[src/rtl/alu_serial_if.sv]
// Handshake and data bundle for alu_serial.
// The ovf signal exists only when ALU_SERIAL_OVF_EN is defined.
interface alu_serial_if #(parameter int unsigned WIDTH = 8);
   logic             in_valid;
   logic             in_ready;
   logic [WIDTH-1:0] a;
   logic [WIDTH-1:0] b;
   logic [1:0]       op;
   logic             out_valid;
   logic             out_ready;
   logic [WIDTH-1:0] result;
   logic             cout;
   logic             busy;
`ifdef ALU_SERIAL_OVF_EN
   logic             ovf;

   modport master (
      output in_valid, a, b, op, out_ready,
      input  in_ready, out_valid, result, cout, busy, ovf
   );
   modport slave (
      input  in_valid, a, b, op, out_ready,
      output in_ready, out_valid, result, cout, busy, ovf
   );
`else
   modport master (
      output in_valid, a, b, op, out_ready,
      input  in_ready, out_valid, result, cout, busy
   );
   modport slave (
      input  in_valid, a, b, op, out_ready,
      output in_ready, out_valid, result, cout, busy
   );
`endif
endinterface

[src/rtl/alu_serial.sv]
// Bit-serial ALU (AND/OR/ADD/SUB), one result bit per cycle, LSB first.
// Optional signed-overflow output ovf enabled by macro ALU_SERIAL_OVF_EN.
module alu_serial #(
   parameter int unsigned WIDTH = 8
) (
   input logic         clk,
   input logic         rst_n,
   alu_serial_if.slave bus
);
   localparam int unsigned CW = $clog2(WIDTH + 1);

   typedef enum logic [1:0] {IDLE, RUN, DONE} state_t;

   state_t           state, state_nx;
   logic [WIDTH-1:0] a_r, b_r, res_r;
   logic [1:0]       op_r;
   logic             carry;
   logic [CW-1:0]    cnt;
   logic             accept, last, arith, b_bit, sum_bit, carry_nx;

   assign accept = (state == IDLE) && bus.in_valid;
   assign last   = (cnt == CW'(WIDTH - 1));
   assign arith  = op_r[1];
   assign b_bit  = b_r[0] ^ (op_r == 2'b11);

   // Single 1-bit slice; operands are shifted right so bit 0 is always current
   always_comb begin
      sum_bit  = 1'b0;
      carry_nx = 1'b0;
      case (op_r)
         2'b00:   sum_bit = a_r[0] & b_r[0];
         2'b01:   sum_bit = a_r[0] | b_r[0];
         default: begin
            sum_bit  = a_r[0] ^ b_bit ^ carry;
            carry_nx = (a_r[0] & b_bit) | (carry & (a_r[0] ^ b_bit));
         end
      endcase
   end

   always_ff @(posedge clk or negedge rst_n) begin
      if (!rst_n) state <= IDLE;
      else        state <= state_nx;
   end

   always_comb begin
      state_nx      = state;
      bus.in_ready  = 1'b0;
      bus.out_valid = 1'b0;
      bus.busy      = 1'b0;
      case (state)
         IDLE: begin
            bus.in_ready = 1'b1;
            if (bus.in_valid) state_nx = RUN;
         end
         RUN: begin
            bus.busy = 1'b1;
            if (last) state_nx = DONE;
         end
         DONE: begin
            bus.out_valid = 1'b1;
            if (bus.out_ready) state_nx = IDLE;
         end
         default: state_nx = IDLE;
      endcase
   end

   always_ff @(posedge clk or negedge rst_n) begin
      if (!rst_n) begin
         a_r   <= '0;
         b_r   <= '0;
         op_r  <= '0;
         res_r <= '0;
         carry <= 1'b0;
         cnt   <= '0;
      end else if (accept) begin
         a_r   <= bus.a;
         b_r   <= bus.b;
         op_r  <= bus.op;
         carry <= (bus.op == 2'b11);
         cnt   <= '0;
      end else if (state == RUN) begin
         a_r   <= a_r >> 1;
         b_r   <= b_r >> 1;
         res_r <= {sum_bit, res_r[WIDTH-1:1]};
         carry <= carry_nx;
         cnt   <= cnt + CW'(1);
      end
   end

   assign bus.result = res_r;
   assign bus.cout   = carry;

`ifdef ALU_SERIAL_OVF_EN
   logic ovf_r;

   // At the MSB step, carry holds the carry into the MSB and carry_nx the carry out
   always_ff @(posedge clk or negedge rst_n) begin
      if (!rst_n)                     ovf_r <= 1'b0;
      else if (accept)                ovf_r <= 1'b0;
      else if ((state == RUN) && last) ovf_r <= arith & (carry ^ carry_nx);
   end

   assign bus.ovf = ovf_r;
`endif
endmodule

[src/flat_wrapper.sv]
// flat-port wrapper written by rule: the top's interface ports become plain ports
module alu_serial_flat 
#(
   parameter int unsigned WIDTH = 8
)
  (clk, rst_n, bus_in_valid, bus_a, bus_b, bus_op, bus_out_ready, bus_in_ready, bus_out_valid, bus_result, bus_cout, bus_busy);
  alu_serial_if #(.WIDTH(WIDTH)) bus_i ();
  input logic clk;
  input logic rst_n;
  input wire logic [$bits(bus_i.in_valid)-1:0] bus_in_valid;
  input wire logic [$bits(bus_i.a)-1:0] bus_a;
  input wire logic [$bits(bus_i.b)-1:0] bus_b;
  input wire logic [$bits(bus_i.op)-1:0] bus_op;
  input wire logic [$bits(bus_i.out_ready)-1:0] bus_out_ready;
  output wire logic [$bits(bus_i.in_ready)-1:0] bus_in_ready;
  output wire logic [$bits(bus_i.out_valid)-1:0] bus_out_valid;
  output wire logic [$bits(bus_i.result)-1:0] bus_result;
  output wire logic [$bits(bus_i.cout)-1:0] bus_cout;
  output wire logic [$bits(bus_i.busy)-1:0] bus_busy;
  assign bus_i.in_valid = bus_in_valid;
  assign bus_i.a = bus_a;
  assign bus_i.b = bus_b;
  assign bus_i.op = bus_op;
  assign bus_i.out_ready = bus_out_ready;
  assign bus_in_ready = bus_i.in_ready;
  assign bus_out_valid = bus_i.out_valid;
  assign bus_result = bus_i.result;
  assign bus_cout = bus_i.cout;
  assign bus_busy = bus_i.busy;
  alu_serial #(.WIDTH(WIDTH)) u_core (.clk(clk), .rst_n(rst_n), .bus(bus_i));
endmodule
[config.mk]
export PLATFORM = sky130hd
export DESIGN_NAME = alu_serial_flat
export DESIGN_NICKNAME = d
export VERILOG_FILES = /design/src/rtl/alu_serial_if.sv /design/src/rtl/alu_serial.sv /design/src/flat_wrapper.sv
export SDC_FILE = /design/constraint.sdc
export NUM_CORES = 1
export LEC_CHECK = 0
export ABC_AREA = 1
export ABC_CLOCK_PERIOD_IN_PS = 3600
export CORE_ASPECT_RATIO = 0.9
export CORE_MARGIN = 3
export CORE_UTILIZATION = 49
export CTS_CLUSTER_DIAMETER = 100
export CTS_CLUSTER_SIZE = 24
export DETAILED_ROUTE_END_ITERATION = 8
export HOLD_SLACK_MARGIN = 0.15
export PLACE_DENSITY_LB_ADDON = 0.12
export RECOVER_POWER = 50
export SLEW_MARGIN = 0
export SYNTH_ARGS = -nofsm -noshare
export SYNTH_HDL_FRONTEND = slang
export SYNTH_SLANG_ARGS = --single-unit
[constraint.sdc]
create_clock -name clk -period 3.6 [get_ports clk]
set_input_delay 0.54 -clock clk [delete_from_list [all_inputs] [get_ports clk]]
set_output_delay 0.54 -clock clk [all_outputs]
set_load 0.005 [all_outputs]
==> reports/qor.txt, run 1 <==
Unrepaired setup endpoints after global routing - false
Post-Syn Area per Cell - 8.93 µm²
Setup fix buffers added after clock tree synthesis - 0
Static Leak - 0.000977 µW
Residual DRC count - 0
Hold EP - u_core.a_r[1]
Total power - 1510 µW
Clock latency on the worst-skew pair - 0.33 ns
Number of H-tree branching levels - 2
Number of antenna violations at the first check in global routing - 0
Violated checks - capacitance limit, slew limit
Crit end category - output pin
Worst-case register-to-register setup slack - 1.99 ns
Placement row count - 19
Number of warnings issued by yosys - 0
Master cell of the clock root buffer - sky130_fd_sc_hd__clkbuf_4
CTS max path bufs - 2
Total global-route track usage - 17.2%
Utilization of the core after routing - 64.0%
Synth Register Bits - 33
Synthesis-to-layout area growth - 23.8%
HPWL Detailed - 2.12 mm
Chain of cells forming the critical path - inv_1 > nand2_1 > inv_4 > clkdlybuf4s50_1
Layout cell share with drive strength beyond 1 - 14.4%
Clock tree skew after final layout - 0.0166 ns
Hold wc startpoint - u_core.a_r[2]
Clock sink count - 33
Vias after detailed routing - 1250
Slowest library cell on the worst path - sky130_fd_sc_hd__clkdlybuf4s50_1
Pins Over Slew Limit - 34
Kind of path behind the tightest hold check - reg2reg
Worst-path fanout max - 27
Vias in the first global route - 1192
Avg Vias per Cell - 4.84
Wire length of the first global-routing pass - 5.09 mm
Post-synthesis cell type count - 24
Filler cell count - 279
Final critical-path share of the clock period - 71.3%
Worst IR Drop VDD - 0.000410 V
Cell Count Post-Placement - 250
Number of instances on the worst hold path - 2
Average wire per cell in the routed design - 11.3 µm
Number of nets in the finished design - 239
Required time of the critical path - 3.06 ns
Detailed Routing Iterations Pass 1 - 4
Number of gates resized after CTS - 0
Die Ht - 60.2 µm
Worst reg2reg endpoint - u_core.state[1]
Routed Wire Length - 2.91 mm
Initial cell density of the core - 51.7%
Time the final worst path needs with I/O delays and setup - 2.57 ns
CTS tree - yes
Largest net degree at the start of global routing - 34
DIE WIDTH - 66.2 µm
Number of antenna cells inserted - 0
Inserted Clock Buffers - 5
RR Startpoint - u_core.state[1]
# IOs - 34
Outcome - finished, violations left
Crit path kind - reg2out
Clock transition time at the flip-flop clock pins of the worst setup and hold paths - 0.11 ns
Number of buffers inserted by port buffering - 33
Detailed Route Iter0 Violations - 43
Die area - 0.00399 mm²
Total setup violations reported at the end of the flow - 0
Number of cells produced by synthesis - 179
Number of hold violations in the final report - 0
Antenna-violating nets left - 0
# hold bufs at CTS - 0
Worst-margin pin slew - 1.74 ns
Sort of element at the start of the critical path - flip-flop
Post-Synthesis Net Count - 203
Worst slew margin relative to its limit - -15.9%
R2R depth - 6
Sequential fraction of the synthesis area - 51.6%
Max-capacitance violation count - 1
Highest attainable clock frequency - 0.390 GHz
Fin Setup TNS - 0 ns
Non-Filler Instances - 258
Cell area after synthesis - 0.00160 mm²
Core region area - 0.00309 mm²
Pwr per Cell Area - 761 mW/mm²
Delay of the slowest critical-path stage - 0.56 ns
Global placement routability congestion - 0.728
Data arrival time at the worst-slack endpoint - 2.03 ns
Total grt overflow - 0
critical path, delay by kind of cell (launching register included):
kind,cells,cell delay [ns]
simple gates,1,0.28
flops,1,0.39
buf+inv,3,1.02
metrics by stage:
| step | setup slack (ns) | hold WS, ns | area [µm²] |
|---|---|---|---|
| 6_report | 1.03 | 0.483 | 1980 |
| 5_1_grt | 0.869 | 0.515 | 1980 |
| 4_1_cts | 1.20 | 0.489 | 1990 |
| 3_5_place_dp | 1.59 | 0.482 | 1930 |
| 3_3_place_gp | 1.61 | 0.470 | 1930 |
| 2_1_floorplan | 2.20 | 0.244 | 1600 |
cell usage after synthesis (all sizes together):
| library cell | instances | area share [%] |
|---|---|---|
| dfrtp | 33 | 52 |
| nor2 | 6 | 2.4 |
| nand3b | 1 | 0.47 |
| xor2 | 1 | 0.55 |
| ha | 1 | 0.78 |
| nand3 | 15 | 7.5 |
| nand2 | 78 | 20 |
| a21oi | 3 | 0.94 |
| o21ai | 14 | 5.1 |
| fa | 1 | 1.3 |
| buf | 5 | 3.4 |
| nand4 | 1 | 0.39 |
| o211ai | 2 | 0.94 |
| inv | 18 | 4.4 |
report_power, final:
| part | internal [µW] | switching, µW |
|---|---|---|
| Combinational | 296 | 364 |
| Sequential | 534 | 117 |
| Clock | 74.3 | 121 |
| Total | 904 | 602 |
sequential cells by signal, summed over array words and instances, names as in the netlist:
register and count:
u_core.b_r 8, u_core.a_r 8, u_core.bus.result 8, u_core.cnt 4, u_core.state 2, u_core.bus.cout 1, u_core.op_r 2
cells by family after synthesis:
| kind of cell | synth area share (%) |
|---|---|
| buf+inv | 7.82 |
| compound gates | 6.96 |
| simple gates | 31.0 |
| flops | 51.6 |
| xor+xnor | 0.548 |
| fa+ha+maj | 2.03 |
placed cells by master, fill, tap and decap left out, drive strengths merged:
cell type / count
clkinv: 2
xor2: 1
ha: 1
nand4: 1
clkdlybuf4s50: 32
inv: 18
dfrtp: 33
nand2: 78
o211ai: 2
fa: 1
o21ai: 14
nand3: 15
a21oi: 3
nor2: 6
nand3b: 1
clkbuf: 7
dlygate4sd3: 1
layout make-up:
type | instances | area [µm²] | share of cell area (%)
Timing Repair Buffer | 34 | 334 | 16.9
Sequential cell | 33 | 826 | 41.7
Tap cell | 42 | 52.6 | 2.65
Inverter | 18 | 70.1 | 3.54
Clock buffer | 6 | 41.3 | 2.09
Multi-Input combinational cell | 123 | 646 | 32.6
Clock inverter | 2 | 10.0 | 0.506
worst max-delay path by stage:
| stage | slack [ns] | endpoint | startpoint |
|---|---|---|---|
| final | 1.03 | bus_busy | u_core.state[1] |
| after global routing | 0.87 | bus_busy | u_core.state[1] |
| after detailed placement | 1.59 | bus_busy | u_core.state[1] |
| after global placement | 1.61 | bus_busy | u_core.state[1] |
| after floorplan | 2.20 | u_core.bus.result[7] | u_core.op_r[1] |
| after CTS | 1.20 | bus_busy | u_core.state[1] |
layer usage:
layer / vias up / global-route usage, % / share of wire (%)
li1: 633 / - / -
met1: 583 / 20.6 / 44
met2: 26 / 29.0 / 49
met3: 8 / 4.70 / 5.2
met4: 0 / 7.83 / 2.0
met5: - / 0 / 0
(Power assumes the default switching activity.)
==> inputs of run 2 (changes only) <==
--- a/config.mk
+++ b/config.mk
@@ -6,7 +6,7 @@
 export NUM_CORES = 1
 export LEC_CHECK = 0
 export ABC_AREA = 1
-export ABC_CLOCK_PERIOD_IN_PS = 3600
+export ABC_CLOCK_PERIOD_IN_PS = 2500
 export CORE_ASPECT_RATIO = 0.9
 export CORE_MARGIN = 3
 export CORE_UTILIZATION = 49
==> constraint.sdc (replaced) <==
create_clock -name clk -period 2.5 [get_ports clk]
set_input_delay 0.375 -clock clk [delete_from_list [all_inputs] [get_ports clk]]
set_output_delay 0.375 -clock clk [all_outputs]
set_load 0.005 [all_outputs]
==> run 2 against run 1 <==
The flow still finishes with violations (capacitance limit, slew limit). Largest power group unchanged. Count of clock-buffer cells in the layout stayed put. First-iteration DRC count is 2.3% lower. Final cell count stayed put. Global-route usage stayed put. Routed wire length is 0.38% higher. Clock skew is 0.00053 ns higher. Die area stayed put. Combinational power is 43% higher.
==> reports/qor.txt, run 2 (synthesis gave the netlist of run 1 again) <==
Pins Over Slew Limit - 34 (unchanged)
Slowest library cell on the worst path - sky130_fd_sc_hd__clkdlybuf4s50_1
Setup fix buffers added after clock tree synthesis - 0 (unchanged)
Inserted Clock Buffers - 5 (unchanged)
Vias in the first global route - 1192 (unchanged)
Static Leak - 0.000966 µW (-1.2%)
Total setup violations reported at the end of the flow - 0 (unchanged)
Most common cell after layout, fill and taps aside - sky130_fd_sc_hd__nand2_1
Unrepaired setup endpoints after global routing - false
Die area - 0.00399 mm² (unchanged)
Final hold slack - 0.482 ns (-0.000617 ns)
Routed Wire Length - 2.92 mm (+0.38%)
CTS max path bufs - 2 (unchanged)
Number of H-tree branching levels - 2 (unchanged)
Violated checks - capacitance limit, slew limit
Clock transition time at the flip-flop clock pins of the worst setup and hold paths - 0.11 ns (about the same)
CTS tree - yes
Clock tree skew after final layout - 0.0171 ns (+0.000527 ns)
Placement Cell Area - 0.00193 mm² (unchanged)
Total global-route track usage - 17.2% (unchanged)
Master cell of the clock root buffer - sky130_fd_sc_hd__clkbuf_4
Average wire per cell in the routed design - 11.3 µm (+0.38%)
Fin Setup TNS - 0 ns (unchanged)
Crit path kind - reg2out
Number of hold violations in the final report - 0 (unchanged)
Pwr per Cell Area - 1100 mW/mm² (+44%)
Avg Vias per Cell - 4.84 (-0.16%)
Number of antenna violations at the first check in global routing - 0 (unchanged)
Residual DRC count - 0 (unchanged)
Final critical-path share of the clock period - 88.2%
Total grt overflow - 0 (unchanged)
Detailed Route Iter0 Violations - 42 (-2.3%)
Number of nets in the finished design - 239 (unchanged)
Sort of element at the start of the critical path - flip-flop
Crit end category - output pin
Number of gates resized after CTS - 0 (unchanged)
Post-layout instance area - 0.00197 mm² (-0.57%)
Core region area - 0.00309 mm² (unchanged)
Number of antenna cells inserted - 0 (unchanged)
Initial cell density of the core - 51.7% (unchanged)
Number of buffers inserted by port buffering - 33 (unchanged)
Worst-path fanout max - 27 (unchanged)
Antenna-violating nets left - 0 (unchanged)
Time the final worst path needs with I/O delays and setup - 2.21 ns
Chain of cells forming the critical path - inv_2 > nand2_2 > inv_4 > clkdlybuf4s50_1
Outcome - finished, violations left
Vias after detailed routing - 1248 (-0.16%)
HPWL Detailed - 2.12 mm (unchanged)
Wire length of the first global-routing pass - 5.09 mm (unchanged)
Filler cell count - 282 (+1.1%)
Highest attainable clock frequency - 0.453 GHz
Total power - 2160 µW (+44%)
Delay of the slowest critical-path stage - 0.55 ns (about the same)
# hold bufs at CTS - 0 (unchanged)
Commonest non-fill, non-tap cells in the layout - sky130_fd_sc_hd__nand2_1, sky130_fd_sc_hd__dfrtp_1, sky130_fd_sc_hd__clkdlybuf4s50_1
Global placement routability congestion - 0.728 (about the same)
Worst slew margin relative to its limit - -15.7% (+0.13 points)
Detailed Routing Iterations Pass 1 - 4 (unchanged)
# IOs - 34 (unchanged)
Data arrival time at the worst-slack endpoint - 1.83 ns (-0.20 ns)
Max-capacitance violation count - 1 (unchanged)
Largest net degree at the start of global routing - 34 (unchanged)
Layout cell share with drive strength beyond 1 - 15.3% (+0.93 points)
DIE WIDTH - 66.2 µm (unchanged)
Kind of path behind the tightest hold check - reg2reg
Worst-margin pin slew - 1.74 ns (-0.00200 ns)
Clock sink count - 33 (unchanged)
Synthesis-to-layout area growth - 23.1%
Worst IR Drop VDD - 0.000594 V (+45%)
Die Ht - 60.2 µm (unchanged)
Clock latency on the worst-skew pair - 0.33 ns (about the same)
Required time of the critical path - 2.12 ns (-0.94 ns)
Placement row count - 19 (unchanged)
Utilization of the core after routing - 63.7% (-0.36 points)
run 2: area by class of cell:
class	instances	area (µm²)	area share, %
Clock buffer	6	41.3	2.10
Clock inverter	2	10.0	0.509
Inverter	18	70.1	3.56
Multi-Input combinational cell	123	634	32.2
Sequential cell	33	826	42.0
Tap cell	42	52.6	2.67
Timing Repair Buffer	34	334	17.0
run 2: stage by stage:
step           cells  worst slack (ns)
5_1_grt          258             0.109
3_3_place_gp     250             0.676
4_1_cts          258             0.270
2_1_floorplan    179              1.10
6_report         258             0.295
3_5_place_dp     250             0.651
run 2: critical path: cells and delay by family, from the launching register on:
family                 cells  cell delay [ns]
flip-flops                 1             0.40
buffers and inverters      3             0.92
AND/OR/NAND/NOR            1             0.16
run 2: per-layer routing:
layer	vias up	GRT usage, %	part of all wire, %
li1	634	-	-
met1	580	20.6	45
met2	26	29.0	48
met3	8	4.70	5.2
met4	0	7.83	2.0
met5	-	0	0
run 2: path summary, 6_finish.rpt:
path	slack, ns	endpoint	startpoint	depth (start not counted)
min reg2reg	0.48	u_core.a_r[1]	u_core.a_r[2]	2
max reg2reg	0.86	u_core.op_r[0]	u_core.state[0]	4
max	0.29	bus_busy	u_core.state[1]	4
min in group asynchronous	1.02	u_core.state[0]	rst_n	2
min	0.48	u_core.a_r[1]	u_core.a_r[2]	2
max in group asynchronous	0.46	u_core.a_r[2]	rst_n	2
run 2: where the power goes:
| part | switching, µW | internal, µW |
|---|---|---|
| combinational | 516 | 426 |
| clock | 175 | 107 |
| sequential | 171 | 769 |
==> inputs of run 3 (changes only) <==
--- a/config.mk
+++ b/config.mk
@@ -14,9 +14,11 @@
 export CTS_CLUSTER_SIZE = 24
 export DETAILED_ROUTE_END_ITERATION = 8
 export HOLD_SLACK_MARGIN = 0.15
-export PLACE_DENSITY_LB_ADDON = 0.12
+export PLACE_DENSITY = 0.75
 export RECOVER_POWER = 50
+export SETUP_SLACK_MARGIN = 0.1
 export SLEW_MARGIN = 0
 export SYNTH_ARGS = -nofsm -noshare
 export SYNTH_HDL_FRONTEND = slang
 export SYNTH_SLANG_ARGS = --single-unit
+export TNS_END_PERCENT = 20
==> run 3 against run 2 <==
The run still ends with capacitance limit, slew limit left. Count of clock-buffer cells in the layout increased by 1. Core utilization increased by 1.5 points. Hold slack improved by 0.012 ns. Die area unchanged. First-iteration DRC count increased by 31%. Via count about the same.
==> reports/qor.txt, run 3 (synthesis gave the netlist of run 1 again) <==
Slowest library cell on the worst path - sky130_fd_sc_hd__clkdlybuf4s50_1
Post-layout instance area - 0.00202 mm² (+2.4%)
Worst IR Drop VDD - 0.000734 V (+24%)
HPWL Detailed - 2.27 mm (+6.9%)
Clock latency on the worst-skew pair - 0.34 ns (about the same)
Max-capacitance violation count - 1 (unchanged)
Die Ht - 60.2 µm (unchanged)
# hold bufs at CTS - 0 (unchanged)
Largest net degree at the start of global routing - 34 (unchanged)
Layout cell share with drive strength beyond 1 - 14.8% (-0.46 points)
Number of nets in the finished design - 239 (unchanged)
Number of antenna violations at the first check in global routing - 0 (unchanged)
Routed Wire Length - 3.14 mm (+7.4%)
Die area - 0.00399 mm² (unchanged)
Average wire per cell in the routed design - 12.2 µm (+7.4%)
Required time of the critical path - 2.12 ns (about the same)
Sort of element at the start of the critical path - flip-flop
Number of hold violations in the final report - 0 (unchanged)
Non-Filler Instances - 258 (unchanged)
Filler cell count - 263 (-6.7%)
Number of antenna cells inserted - 0 (unchanged)
CTS max path bufs - 2 (unchanged)
DIE WIDTH - 66.2 µm (unchanged)
Time the final worst path needs with I/O delays and setup - 2.28 ns (+0.0712 ns)
Pwr per Cell Area - 1160 mW/mm² (+5.5%)
Total global-route track usage - 17.4% (+0.16 points)
Antenna-violating nets left - 0 (unchanged)
Residual DRC count - 0 (unchanged)
Vias after detailed routing - 1247 (-0.080%)
Synthesis-to-layout area growth - 26.1%
Number of H-tree branching levels - 2 (unchanged)
Core region area - 0.00309 mm² (unchanged)
Violated checks - capacitance limit, slew limit
Chain of cells forming the critical path - inv_1 > nand2_2 > inv_4 > clkdlybuf4s50_1
Crit end category - output pin
Worst-margin pin slew - 1.75 ns (+0.0158 ns)
Crit path kind - reg2out
Final critical-path share of the clock period - 91.1% (+2.8 points)
Unrepaired setup endpoints after global routing - false
Vias in the first global route - 1177 (-1.3%)
Data arrival time at the worst-slack endpoint - 1.90 ns (+0.07 ns)
Setup fix buffers added after clock tree synthesis - 0 (unchanged)
Worst-path fanout max - 27 (unchanged)
Delay of the slowest critical-path stage - 0.55 ns (about the same)
Commonest non-fill, non-tap cells in the layout - sky130_fd_sc_hd__nand2_1, sky130_fd_sc_hd__dfrtp_1, sky130_fd_sc_hd__clkdlybuf4s50_1
Kind of path behind the tightest hold check - reg2reg
Master cell of the clock root buffer - sky130_fd_sc_hd__clkbuf_4
Avg Vias per Cell - 4.83 (about the same)
Most common cell after layout, fill and taps aside - sky130_fd_sc_hd__nand2_1
Detailed Routing Iterations Pass 1 - 4 (unchanged)
Pins Over Slew Limit - 34 (unchanged)
Highest attainable clock frequency - 0.439 GHz (-3.1%)
Total setup violations reported at the end of the flow - 0 (unchanged)
Total grt overflow - 0 (unchanged)
Inserted Clock Buffers - 5 (unchanged)
Initial cell density of the core - 51.7% (unchanged)
Cell Count Post-Placement - 250 (unchanged)
Cell family contributing the most delay on the critical path - buffers and inverters
Number of buffers inserted by port buffering - 33 (unchanged)
Fin Setup TNS - 0 ns (unchanged)
Static Leak - 0.000991 µW (+2.6%)
Placement row count - 19 (unchanged)
# IOs - 34 (unchanged)
Placement Cell Area - 0.00193 mm² (unchanged)
Detailed Route Iter0 Violations - 55 (+31%)
Wire length of the first global-routing pass - 5.10 mm (+0.14%)
Clock transition time at the flip-flop clock pins of the worst setup and hold paths - 0.10 ns (about the same)
Global placement routability congestion - 0.780 (+7.1%)
Clock tree skew after final layout - 0.00926 ns (-0.00788 ns)
Combined buffer and inverter count along the critical path - 3 (unchanged)
Outcome - finished, violations left
CTS tree - yes
Number of gates resized after CTS - 0 (unchanged)
Worst slew margin relative to its limit - -16.8% (-1.1 points)
Clock sink count - 33 (unchanged)
==> run 3: cell types whose count changed in the layout (fill, tap and decap cells not counted), sizes merged <==
cell    previous run  this run
clkinv             2         0
bufinv             0         1
clkbuf             7         8
==> run 3: tightest hold or removal path: cells and delay by family (launching register included) <==
family | cells | cell delay, ns
flops | 1 | 0.36
simple gates | 2 | 0.11
==> run 3: where the power goes <==
part | internal (µW) | switching, µW | leakage (µW)
registers | 769 | 174 | 0.000421
clock network | 239 | 179 | 0.0000455
logic | 433 | 543 | 0.000525
==> run 3: path summary, 6_finish.rpt <==
kind	to	from	slack (ns)	cells after the start
min	u_core.bus.result[0]	u_core.bus.result[0]	0.49	2
min in group asynchronous	u_core.bus.result[5]	rst_n	1.02	2
max reg2reg	u_core.bus.result[7]	u_core.op_r[1]	0.95	6
max in group asynchronous	u_core.b_r[2]	rst_n	0.46	2
max	bus_busy	u_core.state[1]	0.22	4
min reg2reg	u_core.bus.result[0]	u_core.bus.result[0]	0.49	2
==> run 3: area by class of cell <==
| cell class | count | area [µm²] | area share, % |
|---|---|---|---|
| sequential | 33 | 826 | 41.0 |
| multi-input combinational | 123 | 648 | 32.2 |
| timing repair buffer | 34 | 334 | 16.6 |
| inverter | 18 | 70.1 | 3.48 |
| clock buffer | 7 | 55.1 | 2.73 |
| tap | 42 | 52.6 | 2.61 |
| clock inverter | 1 | 30.0 | 1.49 |
==> run 3: per-stage QoR <==
stage          setup WS, ns  hold slack, ns  total power (µW)  util (%)
3_3_place_gp          0.697           0.479              1900      62.6
4_1_cts               0.292           0.433              2370      65.3
3_5_place_dp          0.677           0.474              1950      62.6
2_1_floorplan          1.10          0.0794              1620         -
6_report              0.224           0.494              2340      65.2
5_1_grt               0.117           0.521              2530      65.2
==> run 3: layer usage <==
metal / share of wire (%) / track usage, %
met4: 1.6 / 7.83
met3: 5.0 / 5.26
met1: 43 / 19.6
met2: 50 / 30.3
met5: 0 / 0
==> patch (settings of run 2) <==
`WIDTH` is set to 8 in 3 places; all go to 16.
--- a/src/rtl/alu_serial_if.sv
+++ b/src/rtl/alu_serial_if.sv
@@ -1,6 +1,6 @@
 // Handshake and data bundle for alu_serial.
 // The ovf signal exists only when ALU_SERIAL_OVF_EN is defined.
-interface alu_serial_if #(parameter int unsigned WIDTH = 8);
+interface alu_serial_if #(parameter int unsigned WIDTH = 16);
    logic             in_valid;
    logic             in_ready;
    logic [WIDTH-1:0] a;
--- a/src/rtl/alu_serial.sv
+++ b/src/rtl/alu_serial.sv
@@ -1,7 +1,7 @@
 // Bit-serial ALU (AND/OR/ADD/SUB), one result bit per cycle, LSB first.
 // Optional signed-overflow output ovf enabled by macro ALU_SERIAL_OVF_EN.
 module alu_serial #(
-   parameter int unsigned WIDTH = 8
+   parameter int unsigned WIDTH = 16
 ) (
    input logic         clk,
    input logic         rst_n,
--- a/src/flat_wrapper.sv
+++ b/src/flat_wrapper.sv
@@ -1,7 +1,7 @@
 // flat-port wrapper written by rule: the top's interface ports become plain ports
 module alu_serial_flat 
 #(
-   parameter int unsigned WIDTH = 8
+   parameter int unsigned WIDTH = 16
 )
   (clk, rst_n, bus_in_valid, bus_a, bus_b, bus_op, bus_out_ready, bus_in_ready, bus_out_valid, bus_result, bus_cout, bus_busy);
   alu_serial_if #(.WIDTH(WIDTH)) bus_i ();
Interface: changed (resized bus_a, bus_b and bus_result); port bits go from 34 to 58. No check against the original RTL was run, so the function may have changed too.
==> patch against run 2 <==
  * Area after synthesis is 60% higher
  * Worst setup slack better by 0.13 ns
  * Hold slack gained 0.0045 ns
  * Sequential power increased by 67%
  * Via count increased by 69%
  * Sequential cell count rose by 25
  * Routed wire length is 80% higher
  * Power rose by 67%
  * Die area grew 53%
  * Count of clock-buffer cells in the layout rose by 6
  * Final cell count is 66% higher
  * Cell area increased by 70%
  * Utilization up 4.3 points
  * Critical endpoint unchanged
  * Largest cell class unchanged
==> patch: results (changes against run 2) <==
vias in the first global route=2,056 (+72%); hold path start=u_core.a_r[1]$_DFFE_PN0P_; Area contributors post-synth=dfrtp_1, nand2_1, nand3_1; Fill cells=412 (+46%); sequential share of the synthesized area=0.569 (+0.0522); outcome=completed; actual slew at the worst max-slew pin=1.42 ns (-0.318 ns); M2 GR Usage=0.304 (+0.0141); worst reg-to-reg path cell count=6 (+2); met2 wire length=2430 um (+72%); worst r2r dst=u_core.cnt[3]$_DFFE_PN0P_; Port Buffers=57 (+73%); Compound-Gate Fraction of Synth Area=0.0598 (-0.00984); WHS Endpoint=u_core.a_r[0]$_DFFE_PN0P_; share of post-route cells with drive strength above 1=0.0604 (-0.0923); CTS root buf=clkbuf_8; WL/cell=12.2 um (+8.1%); met1 WL=2440 um (+88%); Netlist cell types=23 (-4.2%); CP max stage delay=0.51 ns (-0.04 ns); GP Congestion=0.776 (+6.6%); WL met3=324 um (+110%); clock transition at the registers of the reported paths=0.06 ns (-0.05 ns); Final Skew=0.00994 ns (-0.00720 ns); P_leak=1.60 nW (+66%); GRT met1 Usage=0.265 (+0.0588); critical path arrival=1.70 ns (-0.13 ns); maximum vdd drop=0.540 mV (-9.2%); final net count=401 (+68%)
==> patch: cell count changes in the layout (fill, tap and decap cells not counted), sizes merged, moves of 6 or more <==
cell / delta
dfrtp: +25
o21ai: +7
nand3: +16
nand2: +58
clkdlybuf4s50: +23
clkbuf: +6
==> patch: metrics by stage <==
stage               setup slack [ns]  std cells  total power, mW  cell area, um2  hold slack [ns]
global route                   0.309        429             3.95            3350            0.519
floorplan                       1.10        300             2.33            2550           0.0794
finish                         0.421        429             3.62            3350            0.487
global placement               0.797        413             2.76            3160            0.408
CTS                            0.392        429             3.66            3350            0.491
detailed placement             0.761        413             2.82            3160            0.411
==> patch: report_power, final <==
part	leakage (nW)	total, mW	internal [mW]	switching, mW
clock	0.0962	0.815	0.479	0.336
combinational	0.757	1.23	0.587	0.640
sequential	0.746	1.57	1.32	0.256
total	1.60	3.62	2.38	1.23
==> patch: kinds of logic after synthesis <==
| logic type | count (synthesis) |
|---|---|
| AOI/OAI and AO/OA | 27 |
| xor gates and xnor gates | 1 |
| adders and majority gates | 3 |
| buffers and inverters | 35 |
| DFF | 58 |
| and+or+nand+nor | 176 |
==> patch: area by class of cell <==
type                    count  area [um2]  share of cell area
clock buffers              12         145              0.0433
clock inverters             3        40.0              0.0120
inverters                  22        82.6              0.0247
multi-input cells         207         920               0.275
flip-flops and latches     58        1450               0.433
well taps                  65        81.3              0.0243
repair buffers             62         629               0.188
==> patch: what timing repair did <==
| action | 4_1_cts | 5_1_grt |
|---|---|---|
| hold endpoints to repair | 24 | 0 |
| resized for setup | 0 | 0 |
| hold buffers | 1 | 0 |
==> patch: worst reg2reg max path: stages (launching register included) <==
cell and delay [ns]:
dfrtp_1 0.48, nand2_2 0.28, inv_2 0.12, buf_4 0.41, nand3_1 0.17, nand2_1 0.08
nor2_1 0.04
